==> config.mk <==
export PLATFORM = sky130hd
export DESIGN_NAME = arb_req_client
export DESIGN_NICKNAME = d
export VERILOG_FILES = /design/src/rtl/arb_req_client.sv
export SDC_FILE = /design/constraint.sdc
export NUM_CORES = 1
export LEC_CHECK = 0
export CAP_MARGIN = 15
export CORE_AREA = 2 2 60 62
export CTS_CLUSTER_DIAMETER = 100
export DETAILED_ROUTE_END_ITERATION = 6
export DIE_AREA = 0 0 62 64
export GPL_TIMING_DRIVEN = 0
export PLACE_DENSITY_LB_ADDON = 0.3
export SYNTH_ARGS = -nofsm -noshare
export SYNTH_HDL_FRONTEND = slang
export SYNTH_SLANG_ARGS = --single-unit
==> constraint.sdc <==
create_clock -name clk -period 2.12 [get_ports clk]
set_input_delay 0.318 -clock clk [delete_from_list [all_inputs] [get_ports clk]]
set_output_delay 0.318 -clock clk [all_outputs]
set_load 0.03 [all_outputs]
==> src/rtl/arb_req_client.sv <==
// N-channel burst requester for a combinational priority arbiter, with a sticky
// checker that flags grant vectors the arbiter protocol never allows.
module arb_req_lane #(
  parameter int LW = 4
) (
  input  logic          clk,
  input  logic          rst_n,
  input  logic          i_start,
  input  logic [LW-1:0] i_len,
  input  logic          i_gnt,
  output logic          o_req,
  output logic          o_done
);
  localparam logic [0:0] S_IDLE = 1'b0;
  localparam logic [0:0] S_REQ  = 1'b1;

  logic [0:0]    r_state;
  logic [LW-1:0] r_cnt;
  logic          r_done;

  always_ff @(posedge clk or negedge rst_n) begin
    if (!rst_n) begin
      r_state <= S_IDLE;
      r_cnt   <= '0;
      r_done  <= 1'b0;
    end else begin
      r_done <= 1'b0;
      case (r_state)
        S_IDLE: if (i_start) begin
          // a zero length still costs one beat
          r_cnt   <= (i_len == '0) ? LW'(1) : i_len;
          r_state <= S_REQ;
        end
        S_REQ: if (i_gnt) begin
          if (r_cnt == LW'(1)) begin
            r_cnt   <= '0;
            r_state <= S_IDLE;
            r_done  <= 1'b1;
          end else begin
            r_cnt <= r_cnt - LW'(1);
          end
        end
        default: r_state <= S_IDLE;
      endcase
    end
  end

  assign o_req  = (r_state == S_REQ);
  assign o_done = r_done;
endmodule

module arb_req_client #(
  parameter int N  = 4,
  parameter int LW = 4
) (
  input  logic          clk,
  input  logic          rst_n,
  input  logic [0:N-1]  start,
  input  logic [N*LW-1:0] len,
  output logic [0:N-1]  arb_req,
  input  logic [0:N-1]  arb_gnt,
  output logic [0:N-1]  beat,
  output logic [0:N-1]  busy,
  output logic [0:N-1]  done,
  output logic          err
);
  logic w_viol;
  logic w_hi;
  logic r_err;

  for (genvar g = 0; g < N; g++) begin : g_lane
    arb_req_lane #(.LW(LW)) u_lane (
      .clk    (clk),
      .rst_n  (rst_n),
      .i_start(start[g]),
      .i_len  (len[g*LW +: LW]),
      .i_gnt  (arb_gnt[g]),
      .o_req  (arb_req[g]),
      .o_done (done[g])
    );
  end

  // w_hi tracks whether any lower index already requests when bit i is examined
  always_comb begin
    w_viol = 1'b0;
    w_hi   = 1'b0;
    if ((arb_gnt & (arb_gnt - 1'b1)) != '0) w_viol = 1'b1;
    if (arb_gnt == '0 && arb_req != '0) w_viol = 1'b1;
    for (int i = 0; i < N; i++) begin
      if (arb_gnt[i] && (!arb_req[i] || w_hi)) w_viol = 1'b1;
      if (arb_req[i]) w_hi = 1'b1;
    end
  end

  always_ff @(posedge clk or negedge rst_n) begin
    if (!rst_n) r_err <= 1'b0;
    else        r_err <= r_err | w_viol;
  end

  assign busy = arb_req;
  assign beat = arb_req & arb_gnt;
  assign err  = r_err;
endmodule

# Word-level counts from Yosys, hierarchy flattened
# Cells that the tools add are included.
# word_totals
ff_bits	25
elab_cells	117
# op_classes
add_sub_neg	5
eq_ne	12
muxes	57
bitwise_logic	7
n_reduce_logical	23
# ops
cell	n
$mux W4	16
$mux W1	33
$pmux W4 S2	4
$logic_not A4 Y1	5
$sub A4 B1 Y4 const B	5
$eq A4 B1 Y1 const B	4
$ne A2 B2 Y1 const B	8
$and A4 B4 Y4	2
$pmux W1 S2	4
$reduce_and A2 Y1	4
$reduce_bool A4 Y1	2
$logic_and A1 B1 Y1	5
$logic_not A1 Y1	4
$not A1 Y1	4
$logic_or A1 B1 Y1	3
$or A1 B1 Y1	1

# Depth between registers and ports, before layout
# logic_depth
depth_word	10
depth_mapped	6
ltp_nobuf	6

# By module
# A second synthesis with hierarchy kept.
# hier_totals
cells_unflattened	169
area_unflattened_um2	1551.5
# by_module_without_submodules
mod	instances	cells_per_inst	area_per_inst_um2	seq_area_each_um2
arb_req_lane	4	37	346.6	150.1
arb_req_client	1	21	165.2	25.0

# Worst setup path before layout
# Ideal clock, no wire load.
# synth_path
kind	reg-to-reg
start	reg g_lane[2].u_lane.r_state
end	reg g_lane[2].u_lane.r_cnt[3]
arrival_ns	1.369
t_required_ns	1.996
slack_ns	0.627
stages_incl_launch_ff	6
n_path_buf	1
cell_sequence	dfrtp_1 buf_2 nand2_2 or4_1 and3_1 a211o_1
# synth_between
elab_chain_cells	3
elab_cells_between_ends	5
# synth_lines
element	line_no	text
start: declaration	17	logic [0:0] r_state;
start signal: assignment	23	r_state <= S_IDLE;
start signal: assignment	32	r_state <= S_REQ;
start signal: assignment	37	r_state <= S_IDLE;
$not A1 Y1	28	case (r_state)
$ne A2 B2 Y1 (no line)	-	
$reduce_and A2 Y1 (no line)	-	
end signal: assignment	31	r_cnt <= (i_len == '0) ? LW'(1) : i_len;
end signal: assignment	40	r_cnt <= r_cnt - LW'(1);
end: declaration	18	logic [LW-1:0] r_cnt;
# Parallel ways exist; a longest one is shown, timed or not.
# A chain may end at the register's enable or synchronous reset.

# Worst setup path after layout
# layout_path
start	reg g_lane[1].u_lane.r_state
end	out beat[1] (netlist name)
# layout_between
elab_chain_cells	1
# layout_lines
element	line_no	text
start: declaration	17	
start signal: assignment	23	
start signal: assignment	32	
start signal: assignment	37	
$and A4 B4 Y4	101	assign beat = arb_req & arb_gnt;
end: declaration	62	output logic [0:N-1] beat,
# No other way between the ends.

==> run summary <==
### Floorplan
• **die height** 64 um
• **area of the placeable core** 3280 sq um
• **full die area** 3970 sq um
• **FP Rows** 21
• **I/O pin total** 43
• **effective utilization at floorplan** 0.471
• **floorplan die width** 62 um

### Detailed routing
• **wire per inst** 11.5 um
• **vias after detailed routing** 1,387
• **first drt pass iteration count** 4
• **per-cell via count in the routed design** 5.10
• **number of nets still failing antenna checks after routing** 0
• **DRC violations left** 0
• **sum of routed wire length over all layers** 3.12 mm
• **First DRT Iteration DRCs** 84

### Yosys
• **number of storage elements in the synthesis netlist** 25
• **Yosys warnings** 0
• **number of distinct library cells after synthesis** 34
• **sequential share of the synthesized area** 0.405
• **post-synth design cell area** 1550 sq um
• **Synth Net Count** 214
• **post-synthesis average cell area** 8.59 sq um
• **post-synthesis cell count** 180

### Clock tree
• **Skew-Pair Late Insertion Delay** 330 ps
• **maximum buffer depth of the clock tree** 2
• **TritonCTS clock tree** done
• **clock input transition at the sequential cells of the worst setup and hold paths** 130 ps
• **clock sinks** 25
• **Root Buffer** sky130_fd_sc_hd__clkbuf_4
• **number of buffers created by CTS** 3
• **hold-fix buffer count after cts** 0
• **H-tree level count** 1

### Setup path
• **CP bufs+invs** 3
• **Crit Path Category** reg -> out
• **slowest cell delay on critical path** 660 ps
• **arrival time worst endpoint** 1690 ps
• **list of cells traversed by the critical path** buf_4 > nand2_1 > inv_1 > clkdlybuf4s50_1
• **Worst setup EP type** primary output
• **Max stage delay cell, worst path** sky130_fd_sc_hd__clkdlybuf4s50_1
• **CP required** 1800 ps
• **dominant delay contributor by cell family on the critical path** buffers and inverters
• **Critical Path Source Type** flip-flop
• **peak fanout along the critical path** 9

### Final layout
• **layout cells sized above 1** 0.102
• **number of inserted diodes** 0
• **total area of multi-input combinational cells** 738 sq um
• **Filler Cells Inserted** 286
• **synth-to-layout area growth** 33.8%
• **storage element area** 626 sq um
• **core utilization of the finished layout** 0.630
• **nets@finish** 261
• **filler-free cell count of the finished design** 272

### Timing
• **# setup viols final** 0
• **Final Critical Period** 2000 ps
• **Fin Clk Skew** 5.92 ps
• **final hold violation count** 0
• **Total Negative Setup Slacks** 0 ps
• **share of the clock period used by the worst path after layout** 0.945
• **Hold Slack** 248 ps
• **number of max-slew violations in the final report** 0
• **unrepaired setup endpoints after global routing** no
• **tightest slew margin relative to the limit** 0.756
• **highest achievable clock rate** 499 MHz
• **slew at the pin closest to its max-slew limit** 365 ps

### Power
• **total power divided by cell area** 1090 nW/um^2
• **Worst IR Drop VDD** 525 uV
• **cell leakage power** 0.000966 uW

### Global route
• **final global-route overflow total** 0
• **wire length of the first global-routing pass** 5.24 mm
• **maximum number of pins on one net before global-route repair** 26
• **number of global-route vias before repair** 1,215
• **initial antenna violation count** 0
• **Total GRT Usage** 0.173

### Run status
• **outcome** complete, no violations

### Worst hold path
• **Min-Delay Path Class** in -> async

### Placed design
• **HPWL after detailed placement** 2.45 mm
• **routability-driven placement congestion ratio** 0.838
• **number of buffer cells added on primary ports** 41
• **number of instances in the placed design** 267

### Job
• **max-capacitance violation count** 0

cells by family after synthesis:
logic type / Yosys count / synth area share
mux: 3 / 0.0194
fa+ha+maj: 8 / 0.0647
flops: 25 / 0.405
simple gates: 64 / 0.210
compound gates: 46 / 0.184
buf+inv: 34 / 0.118
through the flow:
stage | power (uW) | setup WS, ps | cell area [sq um]
after detailed placement | 2050 | -3.27 | 2010
after global placement | 2020 | 3.24 | 2010
after CTS | 2270 | 17.8 | 2040
after floorplan | 1670 | 627 | 1550
after global routing | 2480 | 3.46 | 2070
final | 2250 | 116 | 2070
report_power, final:
| part | internal (uW) | total, uW | switching (uW) |
|---|---|---|---|
| registers | 666 | 835 | 169 |
| clock network | 70.9 | 215 | 144 |
| logic | 573 | 1200 | 630 |
| total | 1310 | 2250 | 943 |
final timing paths:
| kind | startpoint | to | cells past startpoint | slack, ps |
|---|---|---|---|---|
| worst max-delay path | g_lane[1].u_lane.o_req | beat[1] | 4 | 120 |
| worst min-delay path | rst_n | g_lane[1].u_lane.r_cnt[2] | 1 | 250 |
| worst max register to register | g_lane[1].u_lane.o_req | err | 5 | 500 |
| worst min register to register | err | err | 1 | 510 |
| max in group asynchronous | rst_n | g_lane[0].u_lane.r_cnt[0] | 2 | 1470 |
| min in group clk | arb_gnt[3] | g_lane[3].u_lane.o_done | 2 | 390 |
area by class of cell:
type / count / area share
buffer: 16 / 0.0556
clock buffer: 3 / 0.0109
clock inverter: 1 / 0.00242
inverter: 18 / 0.0326
multi-input combinational: 121 / 0.357
sequential: 25 / 0.302
tap: 46 / 0.0278
timing repair buffer: 42 / 0.212
flip-flops by register name, indices dropped and copies added, names as in the netlist:
signal / count
err: 1
g_lane.u_lane.o_done: 4
g_lane.u_lane.o_req: 4
g_lane.u_lane.r_cnt: 16
timing repair:
item,in CTS,in global routing
hold endpoints to repair,0,0
setup buffers,0,0
gates resized for setup,2,1
endpoints found under the setup margin,2,1
cells in the mapped netlist:
| cell | count | share of area |
|---|---|---|
| sky130_fd_sc_hd__dfrtp_1 | 25 | 0.40 |
| sky130_fd_sc_hd__inv_1 | 18 | 0.044 |
| sky130_fd_sc_hd__nor2_1 | 16 | 0.039 |
| sky130_fd_sc_hd__o21ai_0 | 16 | 0.052 |
| sky130_fd_sc_hd__buf_4 | 14 | 0.068 |
| sky130_fd_sc_hd__a21oi_1 | 13 | 0.042 |
| sky130_fd_sc_hd__nand2_1 | 13 | 0.032 |
| sky130_fd_sc_hd__nor3_1 | 9 | 0.029 |
| sky130_fd_sc_hd__ha_1 | 8 | 0.065 |
| sky130_fd_sc_hd__nand2b_1 | 4 | 0.016 |
| sky130_fd_sc_hd__nand3_1 | 4 | 0.013 |
| sky130_fd_sc_hd__nor2b_1 | 4 | 0.016 |
| sky130_fd_sc_hd__o311ai_0 | 4 | 0.023 |
| sky130_fd_sc_hd__and3_1 | 3 | 0.012 |
| sky130_fd_sc_hd__mux2i_1 | 3 | 0.019 |
| sky130_fd_sc_hd__nor3b_1 | 3 | 0.015 |
| sky130_fd_sc_hd__a211o_1 | 2 | 0.011 |
| sky130_fd_sc_hd__a211oi_1 | 2 | 0.0097 |
| sky130_fd_sc_hd__a22oi_1 | 2 | 0.0097 |
| sky130_fd_sc_hd__o211ai_1 | 2 | 0.0097 |
| sky130_fd_sc_hd__or4_1 | 2 | 0.0097 |
| sky130_fd_sc_hd__a31oi_1 | 1 | 0.0040 |
| sky130_fd_sc_hd__a32oi_1 | 1 | 0.0057 |
| sky130_fd_sc_hd__and2_1 | 1 | 0.0040 |
| sky130_fd_sc_hd__and2b_2 | 1 | 0.0057 |
| sky130_fd_sc_hd__buf_2 | 1 | 0.0032 |
| sky130_fd_sc_hd__clkbuf_2 | 1 | 0.0032 |
| sky130_fd_sc_hd__nand2_2 | 1 | 0.0040 |
| sky130_fd_sc_hd__nor4_1 | 1 | 0.0040 |
| sky130_fd_sc_hd__o211a_1 | 1 | 0.0065 |
| sky130_fd_sc_hd__o2bb2ai_1 | 1 | 0.0057 |
| sky130_fd_sc_hd__o31ai_1 | 1 | 0.0049 |
| sky130_fd_sc_hd__or3_1 | 1 | 0.0040 |
| sky130_fd_sc_hd__or4b_1 | 1 | 0.0065 |
cells in the final DEF, fill, tap and decap left out, types with 3 or more instances in the layout:
| cell type | Yosys | final |
|---|---|---|
| sky130_fd_sc_hd__inv_1 | 18 | 18 |
| sky130_fd_sc_hd__and3_1 | 3 | 3 |
| sky130_fd_sc_hd__a21oi_1 | 13 | 13 |
| sky130_fd_sc_hd__ha_1 | 8 | 8 |
| sky130_fd_sc_hd__mux2i_1 | 3 | 3 |
| sky130_fd_sc_hd__o21ai_0 | 16 | 16 |
| sky130_fd_sc_hd__nand3_1 | 4 | 4 |
| sky130_fd_sc_hd__nand2_1 | 13 | 13 |
| sky130_fd_sc_hd__dfrtp_1 | 25 | 25 |
| sky130_fd_sc_hd__clkdlybuf4s50_1 | 0 | 38 |
| sky130_fd_sc_hd__nor2_1 | 16 | 16 |
| sky130_fd_sc_hd__o311ai_0 | 4 | 4 |
| sky130_fd_sc_hd__nor3b_1 | 3 | 3 |
| sky130_fd_sc_hd__nand2b_1 | 4 | 4 |
| sky130_fd_sc_hd__clkbuf_4 | 0 | 3 |
| sky130_fd_sc_hd__nor3_1 | 9 | 9 |
| sky130_fd_sc_hd__nor2b_1 | 4 | 4 |
| sky130_fd_sc_hd__buf_4 | 14 | 14 |
metal layers:
metal  part of all wire  up-vias  global-route usage  routed length [um]
met2               0.46       36               0.258                1440
li1                   -      711                   -                   -
met5                  0        -                   0                   0
met4              0.018        0              0.0771                  57
met1               0.47      635               0.238                1470
met3              0.050        5              0.0324                 156
worst register-to-register path: stages, from the launching register on:
cell	delay, ps
sky130_fd_sc_hd__dfrtp_1	390
sky130_fd_sc_hd__buf_4	160
sky130_fd_sc_hd__inv_1	110
sky130_fd_sc_hd__nor4_1	300
sky130_fd_sc_hd__a21oi_1	60
sky130_fd_sc_hd__or4_1	470
No activity file was read; power rests on OpenSTA's default activity.
